==> src/rtl/hazard_ctrl.sv <==
// Pipeline hazard controller: stall/flush/freeze generation, stall watchdog and perf counters.
// Define HAZARD_FORWARD_EN when the datapath has forwarding paths (only load-use then stalls).
module hazard_ctrl #(
    parameter int STALL_MAX = 7,
    parameter int CNT_W     = 16
) (
    input  logic             clk,
    input  logic             reset,
    input  logic [31:0]      instr_dec,
    input  logic             reg_write_ex,
    input  logic             mem_read_ex,
    input  logic [4:0]       write_reg_ex,
    input  logic             reg_write_mem,
    input  logic [4:0]       write_reg_mem,
    input  logic             branch_taken_ex,
    input  logic             mem_busy,
    output logic             stall,
    output logic             flush,
    output logic             freeze,
    output logic [2:0]       cycle_count,
    output logic [CNT_W-1:0] stall_cycles,
    output logic [CNT_W-1:0] flush_events,
    output logic             stall_timeout
);
    typedef enum logic [1:0] {S_RUN, S_STALL, S_FLUSH, S_FREEZE} state_t;

    localparam logic [2:0]       LP_SMAX = 3'(STALL_MAX);
    localparam logic [CNT_W-1:0] LP_CMAX = '1;
    localparam logic [CNT_W-1:0] LP_ONE  = {{(CNT_W-1){1'b0}}, 1'b1};

    state_t           r_state, r_ret, w_next, w_next_ret;
    logic [2:0]       r_cc;
    logic [CNT_W-1:0] r_stall_cycles, r_flush_events;
    logic             r_timeout;

    logic [4:0] w_rs1, w_rs2;
    logic [6:0] w_op;
    logic       w_use1, w_use2, w_match_ex, w_match_mem, w_hazard;
    logic       w_unused;

    assign w_rs1 = instr_dec[19:15];
    assign w_rs2 = instr_dec[24:20];
    assign w_op  = instr_dec[6:0];

    assign w_use1 = !(w_op == 7'b0110111 || w_op == 7'b0010111 || w_op == 7'b1101111);
    assign w_use2 = (w_op == 7'b0110011 || w_op == 7'b0100011 || w_op == 7'b1100011);

    assign w_match_ex  = reg_write_ex && (write_reg_ex != 5'd0) &&
                         ((w_use1 && write_reg_ex == w_rs1) || (w_use2 && write_reg_ex == w_rs2));
    assign w_match_mem = reg_write_mem && (write_reg_mem != 5'd0) &&
                         ((w_use1 && write_reg_mem == w_rs1) || (w_use2 && write_reg_mem == w_rs2));

`ifdef HAZARD_FORWARD_EN
    assign w_hazard = w_match_ex && mem_read_ex;
`else
    assign w_hazard = w_match_ex || w_match_mem;
`endif

    assign w_unused = ^{instr_dec[31:25], instr_dec[14:7], mem_read_ex, w_match_mem};

    // A FLUSH cycle has a bubble in decode, so any apparent hazard is ignored.
    always_comb begin
        stall  = 1'b0;
        flush  = 1'b0;
        freeze = 1'b0;
        if (reset) begin
            if (mem_busy)             freeze = 1'b1;
            else if (branch_taken_ex) flush  = 1'b1;
            else                      stall  = w_hazard && (r_state != S_FLUSH);
        end
    end

    always_comb begin
        w_next     = r_state;
        w_next_ret = r_ret;
        case (r_state)
            S_RUN, S_STALL: begin
                if (mem_busy) begin
                    w_next     = S_FREEZE;
                    w_next_ret = r_state;
                end
                else if (flush) w_next = S_FLUSH;
                else if (stall) w_next = S_STALL;
                else            w_next = S_RUN;
            end
            S_FLUSH: begin
                if (mem_busy) begin
                    w_next     = S_FREEZE;
                    w_next_ret = S_RUN;
                end
                else w_next = S_RUN;
            end
            S_FREEZE: begin
                // A branch held in EX across the freeze flushes on the first free cycle.
                if (!mem_busy) w_next = flush ? S_FLUSH : r_ret;
            end
            default: w_next = S_RUN;
        endcase
    end

    always_ff @(posedge clk) begin
        if (!reset) begin
            r_state        <= S_RUN;
            r_ret          <= S_RUN;
            r_cc           <= 3'd0;
            r_stall_cycles <= '0;
            r_flush_events <= '0;
            r_timeout      <= 1'b0;
        end
        else begin
            r_state <= w_next;
            r_ret   <= w_next_ret;
            if (stall) begin
                if (r_cc != LP_SMAX)           r_cc <= r_cc + 3'd1;
                if (r_stall_cycles != LP_CMAX) r_stall_cycles <= r_stall_cycles + LP_ONE;
                if (r_cc == LP_SMAX)           r_timeout <= 1'b1;
            end
            else if (!freeze) begin
                r_cc <= 3'd0;
            end
            if (flush && r_flush_events != LP_CMAX) r_flush_events <= r_flush_events + LP_ONE;
        end
    end

    assign cycle_count   = r_cc;
    assign stall_cycles  = r_stall_cycles;
    assign flush_events  = r_flush_events;
    assign stall_timeout = r_timeout;
endmodule

==> config.mk <==
export PLATFORM = sky130hd
export DESIGN_NAME = hazard_ctrl
export DESIGN_NICKNAME = d
export VERILOG_FILES = /design/src/rtl/hazard_ctrl.sv
export SDC_FILE = /design/constraint.sdc
export NUM_CORES = 1
export LEC_CHECK = 0
export ABC_AREA = 1
export CAP_MARGIN = 10
export CORE_MARGIN = 2
export CORE_UTILIZATION = 40
export DETAILED_ROUTE_END_ITERATION = 12
export PLACE_DENSITY = 0.74
export SLEW_MARGIN = 20
export SYNTH_ARGS = -nofsm -noshare
export SYNTH_HDL_FRONTEND = slang
export SYNTH_SLANG_ARGS = --single-unit
export TNS_END_PERCENT = 100
==> constraint.sdc <==
create_clock -name clk -period 1.6 [get_ports clk]
set_input_delay 0.24 -clock clk [delete_from_list [all_inputs] [get_ports clk]]
set_output_delay 0.24 -clock clk [all_outputs]
set_load 0.005 [all_outputs]
== Yosys cells after proc, flatten, opt, wreduce, memory -nomap -nowiden ==
Index checks and enable logic that the tools add are counted.

* Add/subtract/negate cells: 3
* Equality and inequality tests: 23
* Multiplexer cells: 21
* Reduce and logical (&&, ||, !) cells: 27

{| class="wikitable"
|+ Operators with widths
! operator !! number
|-
| 16-bit by 1-bit adder with 16-bit output, second input constant || 2
|-
| 16-bit inequality test, second input constant || 2
|-
| 7-bit by 6-bit equality test with 1-bit output, second input constant || 3
|-
| 5-bit equality test || 4
|-
| 7-bit equality test, second input constant || 2
|-
| 2-bit 2-to-1 mux || 7
|-
| 1-bit logical AND || 10
|-
| 2-bit inequality test, second input constant || 5
|-
| 5-bit nonzero test || 2
|-
| 1-bit 2-to-1 mux || 9
|-
| 3-bit 2-to-1 mux || 3
|-
| 7-bit by 5-bit equality test with 1-bit output, second input constant || 1
|-
| 1-bit logical OR || 7
|-
| 2-bit one-hot mux with 3 select lines || 1
|-
| 2-bit AND reduction || 3
|-
| 2-bit equality test, second input constant || 2
|-
| 2-bit one-hot mux with 2 select lines || 1
|-
| 3-bit by 1-bit adder with 3-bit output, second input constant || 1
|-
| 3-bit equality test, second input constant || 1
|-
| 3-bit inequality test, second input constant || 1
|-
| 3-bit AND reduction || 1
|-
| 2-bit by 1-bit equality test with 1-bit output, second input constant || 1
|-
| 2-bit zero test || 1
|-
| 2-bit by 1-bit inequality test with 1-bit output, second input constant || 1
|-
| 3 further kinds || 3
|}

* Bits in registers: 40
* Bits of input ports: 49
* Output and inout port bits: 39
* Logic and storage cells: 80

== Depth between registers and ports, before layout ==
* Word-level depth: 16
* Depth in mapped cells: 13

== Worst setup path before layout ==
No wires, ideal clock.

* Path kind: reg-to-reg
* From: register r_stall_cycles[0] (netlist: stall_cycles[0])
* To: register r_stall_cycles[2] (netlist: stall_cycles[2])
* Library setup time: 69 ps
* Arrival time: 1,612 ps
* Setup slack: -80 ps
* Cell stages (with the launch flop): 11
* Path buffers: 1
* Period minus slack after synthesis: 1,680 ps
* Cells stage by stage: dfxtp_1 ha_1 nand2_1 nor3b_4 nand2_2 nor2_2 nand2_2 nand3_4 buf_6 nand2_1 a21oi_2

* Cells in the longest elaborated chain, start to end: 2
* Elaborated cells on any way between the ends: 3
* Those cells by class: 1 x add/sub; 1 x eq/ne; 1 x reduce/logical

{| class="wikitable"
|+ Ends and longest elaborated chain
! item !! RTL line !! source
|-
| start, declared || 33 || <nowiki>logic [CNT_W-1:0] r_stall_cycles, r_flush_events;</nowiki>
|-
| start signal, assigned || 115 || <nowiki>if (r_stall_cycles != LP_CMAX) r_stall_cycles <= r_stall_cycles + LP_ONE;</nowiki>
|-
| parallel branches: the longest is 2 deep, another holds 16-bit by 1-bit adder with 16-bit output || n/a ||
|}

Parallel ways; which one is timed is not known.
A chain may end at the register's enable or synchronous reset.

== Worst setup path after layout ==
* From: register r_stall_cycles[0] (netlist: stall_cycles[0])
* To: register r_stall_cycles[6] (netlist: stall_cycles[6])

Same word-level chain as after synthesis.

==> reports/qor.json <==
{
  "route": {
    "wire_per_inst_um": 12.2,
    "post_drt_via_cell_ratio": 4.99,
    "drt_drc_violations_left": 0,
    "detailedRoute.firstPassIterationCount": 4,
    "drtAntennaViolNets": 0,
    "detail_route.wirelength_um": 7440,
    "via_count": 3032,
    "drt_iter0_drc": 121
  },
  "floorplan": {
    "initial_utilization": 0.413,
    "floorplan.core_area_um2": 6310,
    "floorplan.die.height_um": 84.8,
    "area_enclosed_by_the_die_boundary_um2": 7180,
    "ioPinCount": 88,
    "std_cell_rows": 29,
    "dieWidth_um": 84.8
  },
  "cts": {
    "clkLatencyLatePin_ps": 290,
    "cts.root.buffer_cell": "sky130_fd_sc_hd__clkbuf_8",
    "clock-sinks": 40,
    "cts.path.max_buffers": 2,
    "cts-buffers-inserted": 5,
    "cts_tree": "built",
    "postCtsHoldBufs": 0,
    "cts.clk_slew.worst_paths_ps": 80,
    "htree_levels": 2
  },
  "place": {
    "place.detailed.instances": 591,
    "io_buffer_count": 71,
    "gp_congestion": 0.899,
    "final_hpwl_dp_um": 5510,
    "setup_slack_placement_ps": -669,
    "placedInstanceArea_um2": 3740
  },
  "timing": {
    "worst_slew_margin_rel": 0.754,
    "hold_fails_final_rpt": 0,
    "maxSlewViolCount": 0,
    "max_clock_freq_mhz": 625,
    "final.setup.worst_slack_ps": -0.455,
    "report.final.setup_viol": 1,
    "rsz0062_at_grt": "yes",
    "worst_slew_pin_slew_ps": 366,
    "fin_skew_ps": 4.18,
    "finalHoldWorstSlack_ps": 447,
    "period_share": 1.00,
    "finalWorstPathRequiredPeriod_ps": 1600
  },
  "synthesis": {
    "mappedNetlistArea_um2": 2610,
    "synth.net_count": 458,
    "post_synth_fa_ha_maj_area_fraction": 0.0192,
    "synth_cells": 405,
    "synth_simple_gate_area_frac": 0.391,
    "synth_edf_count": 0,
    "post_synthesis_compound_gate_area_fraction": 0.100,
    "muxShareOfSynthArea": 0,
    "yosysTopAreaCellShare": 0.307,
    "synth_flop_type": "sky130_fd_sc_hd__dfxtp_1",
    "synth_top_family_by_area": "simple AND/OR/NAND/NOR gates",
    "synth_top_cells_by_area": "sky130_fd_sc_hd__dfxtp_1, sky130_fd_sc_hd__nand2_1, sky130_fd_sc_hd__nor2_1",
    "synth_cell_types": 29,
    "netlist.top_cell.by_area": "sky130_fd_sc_hd__dfxtp_1",
    "seq_area_frac_synth": 0.307,
    "synth_xor_area_frac": 0.0940,
    "ys_seq_elements": 40,
    "ys_async_sr_fraction": 0,
    "avgSynthCellArea_um2": 6.44,
    "synth.yosys.warnings": 0
  },
  "final_layout": {
    "layout-area-overhead-vs-synth_pct": 50.3,
    "layout_common_cells": "sky130_fd_sc_hd__nand2_1, sky130_fd_sc_hd__buf_4, sky130_fd_sc_hd__nor2_1",
    "antenna_cells_inserted": 0,
    "layout_commonest_cell": "sky130_fd_sc_hd__nand2_1",
    "fin_area_um2": 3920,
    "final.fill_count": 600,
    "layout_cells_sized_above_1": 0.262,
    "fin_cells": 608,
    "nNetsFinal": 583,
    "final_util": 0.621
  },
  "worst_setup_path": {
    "timing.critical_path.to": "stall_cycles[6]$_SDFFE_PN0P_",
    "crit_path_start_kind": "flip-flop",
    "timing.setup.critical_path_class": "reg2reg",
    "crit_path_max_fanout": 6,
    "worstSetupStartpoint": "stall_cycles[0]$_SDFFE_PN0P_",
    "r2r_cells": 9,
    "start_of_the_worst_register_to_register_path": "stall_cycles[0]$_SDFFE_PN0P_",
    "worst_setup_path_end_kind": "flip-flop",
    "rrSetupSlack_ps": -0.5,
    "data_arrival_time_of_the_critical_path_ps": 1770,
    "worstPathRequired_ps": 1770,
    "timing.rr.end": "stall_cycles[6]$_SDFFE_PN0P_"
  },
  "flow_run": {
    "drv.max_cap_violation_count": 0
  },
  "min_path": {
    "worstHoldPathType": "reg2reg"
  },
  "global_routing": {
    "grt_overflow": 0,
    "antenna_violations_before_repair": 0,
    "grt_start_max_net_pins": 25,
    "global_route_wire_length_before_repair_um": 12100,
    "grt_pass1_vias": 2773,
    "gr-usage-all-layers": 0.204
  },
  "power_and_ir_drop": {
    "cellPowerDensity_nw_per_um2": 513,
    "total_leakage_power_nw": 1.72,
    "peakVddDrop_mv": 0.390
  },
  "run_status": {
    "outcome": "complete, but fails checks",
    "violations": "setup timing"
  }
}
==> critical path, stage by stage (launching register included) <==
cell	delay (ps)
sky130_fd_sc_hd__dfxtp_2	350
sky130_fd_sc_hd__ha_4	160
sky130_fd_sc_hd__nand2_4	50
sky130_fd_sc_hd__nor3b_4	220
sky130_fd_sc_hd__nand2_2	110
sky130_fd_sc_hd__nor2_4	120
sky130_fd_sc_hd__nand2_4	110
sky130_fd_sc_hd__buf_6	160
sky130_fd_sc_hd__nand4_1	110
sky130_fd_sc_hd__a21oi_2	70
==> flip-flops by register name, indices dropped and copies added, names as in the netlist <==
signal	count
cycle_count	3
stall_cycles	16
flush_events	16
r_ret	2
r_state	2
stall_timeout	1
==> synth_stat cells, types with 2 or more instances <==
cell type and n:
sky130_fd_sc_hd__nand2_1 118, sky130_fd_sc_hd__o21ai_0 8, sky130_fd_sc_hd__xnor2_1 13, sky130_fd_sc_hd__a21oi_1 25, sky130_fd_sc_hd__xor2_1 15, sky130_fd_sc_hd__nand3_1 22, sky130_fd_sc_hd__a21oi_2 8, sky130_fd_sc_hd__nor3_1 8
sky130_fd_sc_hd__nor4_1 2, sky130_fd_sc_hd__nor2_1 49, sky130_fd_sc_hd__dfxtp_1 40, sky130_fd_sc_hd__inv_1 45, sky130_fd_sc_hd__inv_2 3, sky130_fd_sc_hd__o21ai_1 4, sky130_fd_sc_hd__ha_1 4, sky130_fd_sc_hd__nand2_2 3
sky130_fd_sc_hd__buf_2 4, sky130_fd_sc_hd__clkbuf_1 4, sky130_fd_sc_hd__nand4_1 20
==> per-stage QoR <==
step	setup TNS, ps	power, mW
after floorplan	-65.9	1.16
after global placement	-16080	1.33
after detailed placement	-16710	1.33
after CTS	0	2.03
after global routing	-1380	2.12
final	-0.455	2.01
==> metal layers <==
metal	routed length, µm	vias up	global-route usage
li1	-	1554	-
met1	3250	1390	0.262
met2	3710	80	0.350
met3	391	8	0.0344
met4	84	0	0.0606
met5	0	-	0
==> repair_timing <==
| action | CTS | global route |
|---|---|---|
| endpoints found under the hold margin | 0 | 0 |
| pin swaps | 16 | 31 |
| buffers inserted | 4 | 4 |
| gates resized for setup | 52 | 75 |
| cloned | 1 | 1 |
| endpoints found under the setup margin | 36 | 41 |
==> area by class of cell <==
class,count,area [µm²],share of cell area
clock inverters,1,7.51,0.00191
clock buffers,7,86.3,0.0220
repair buffers,125,1020,0.260
inverters,49,186,0.0475
multi-input cells,309,1720,0.438
well taps,77,96.3,0.0246
flip-flops and latches,40,810,0.206
==> cell families (layout without fill, tap and decap cells) <==
logic type	after synthesis	after routing
simple gates	229	231
buf+inv	58	182
compound gates	46	46
flops	40	40
xor+xnor	28	28
fa+ha+maj	4	4
==> how the worst min path moves through the flow <==
stage                                     start                      endpoint  slack (ps)  depth (start not counted)
final                     r_ret[1]$_SDFFE_PN0P_         r_ret[1]$_SDFFE_PN0P_         450                          2
after global routing      r_ret[1]$_SDFFE_PN0P_         r_ret[1]$_SDFFE_PN0P_         480                          2
after CTS                 r_ret[1]$_SDFFE_PN0P_         r_ret[1]$_SDFFE_PN0P_         450                          2
after detailed placement  r_ret[1]$_SDFFE_PN0P_         r_ret[1]$_SDFFE_PN0P_         440                          2
after global placement    r_ret[1]$_SDFFE_PN0P_         r_ret[1]$_SDFFE_PN0P_         440                          2
after floorplan                           reset  flush_events[0]$_SDFFE_PN0P_         380                          2
==> report_power, final <==
part	switching [mW]	total, mW	internal, mW
clock	0.361	0.712	0.351
combinational	0.161	0.292	0.132
sequential	0.00606	1.01	1.00
No activity file was read; power rests on OpenSTA's default activity.
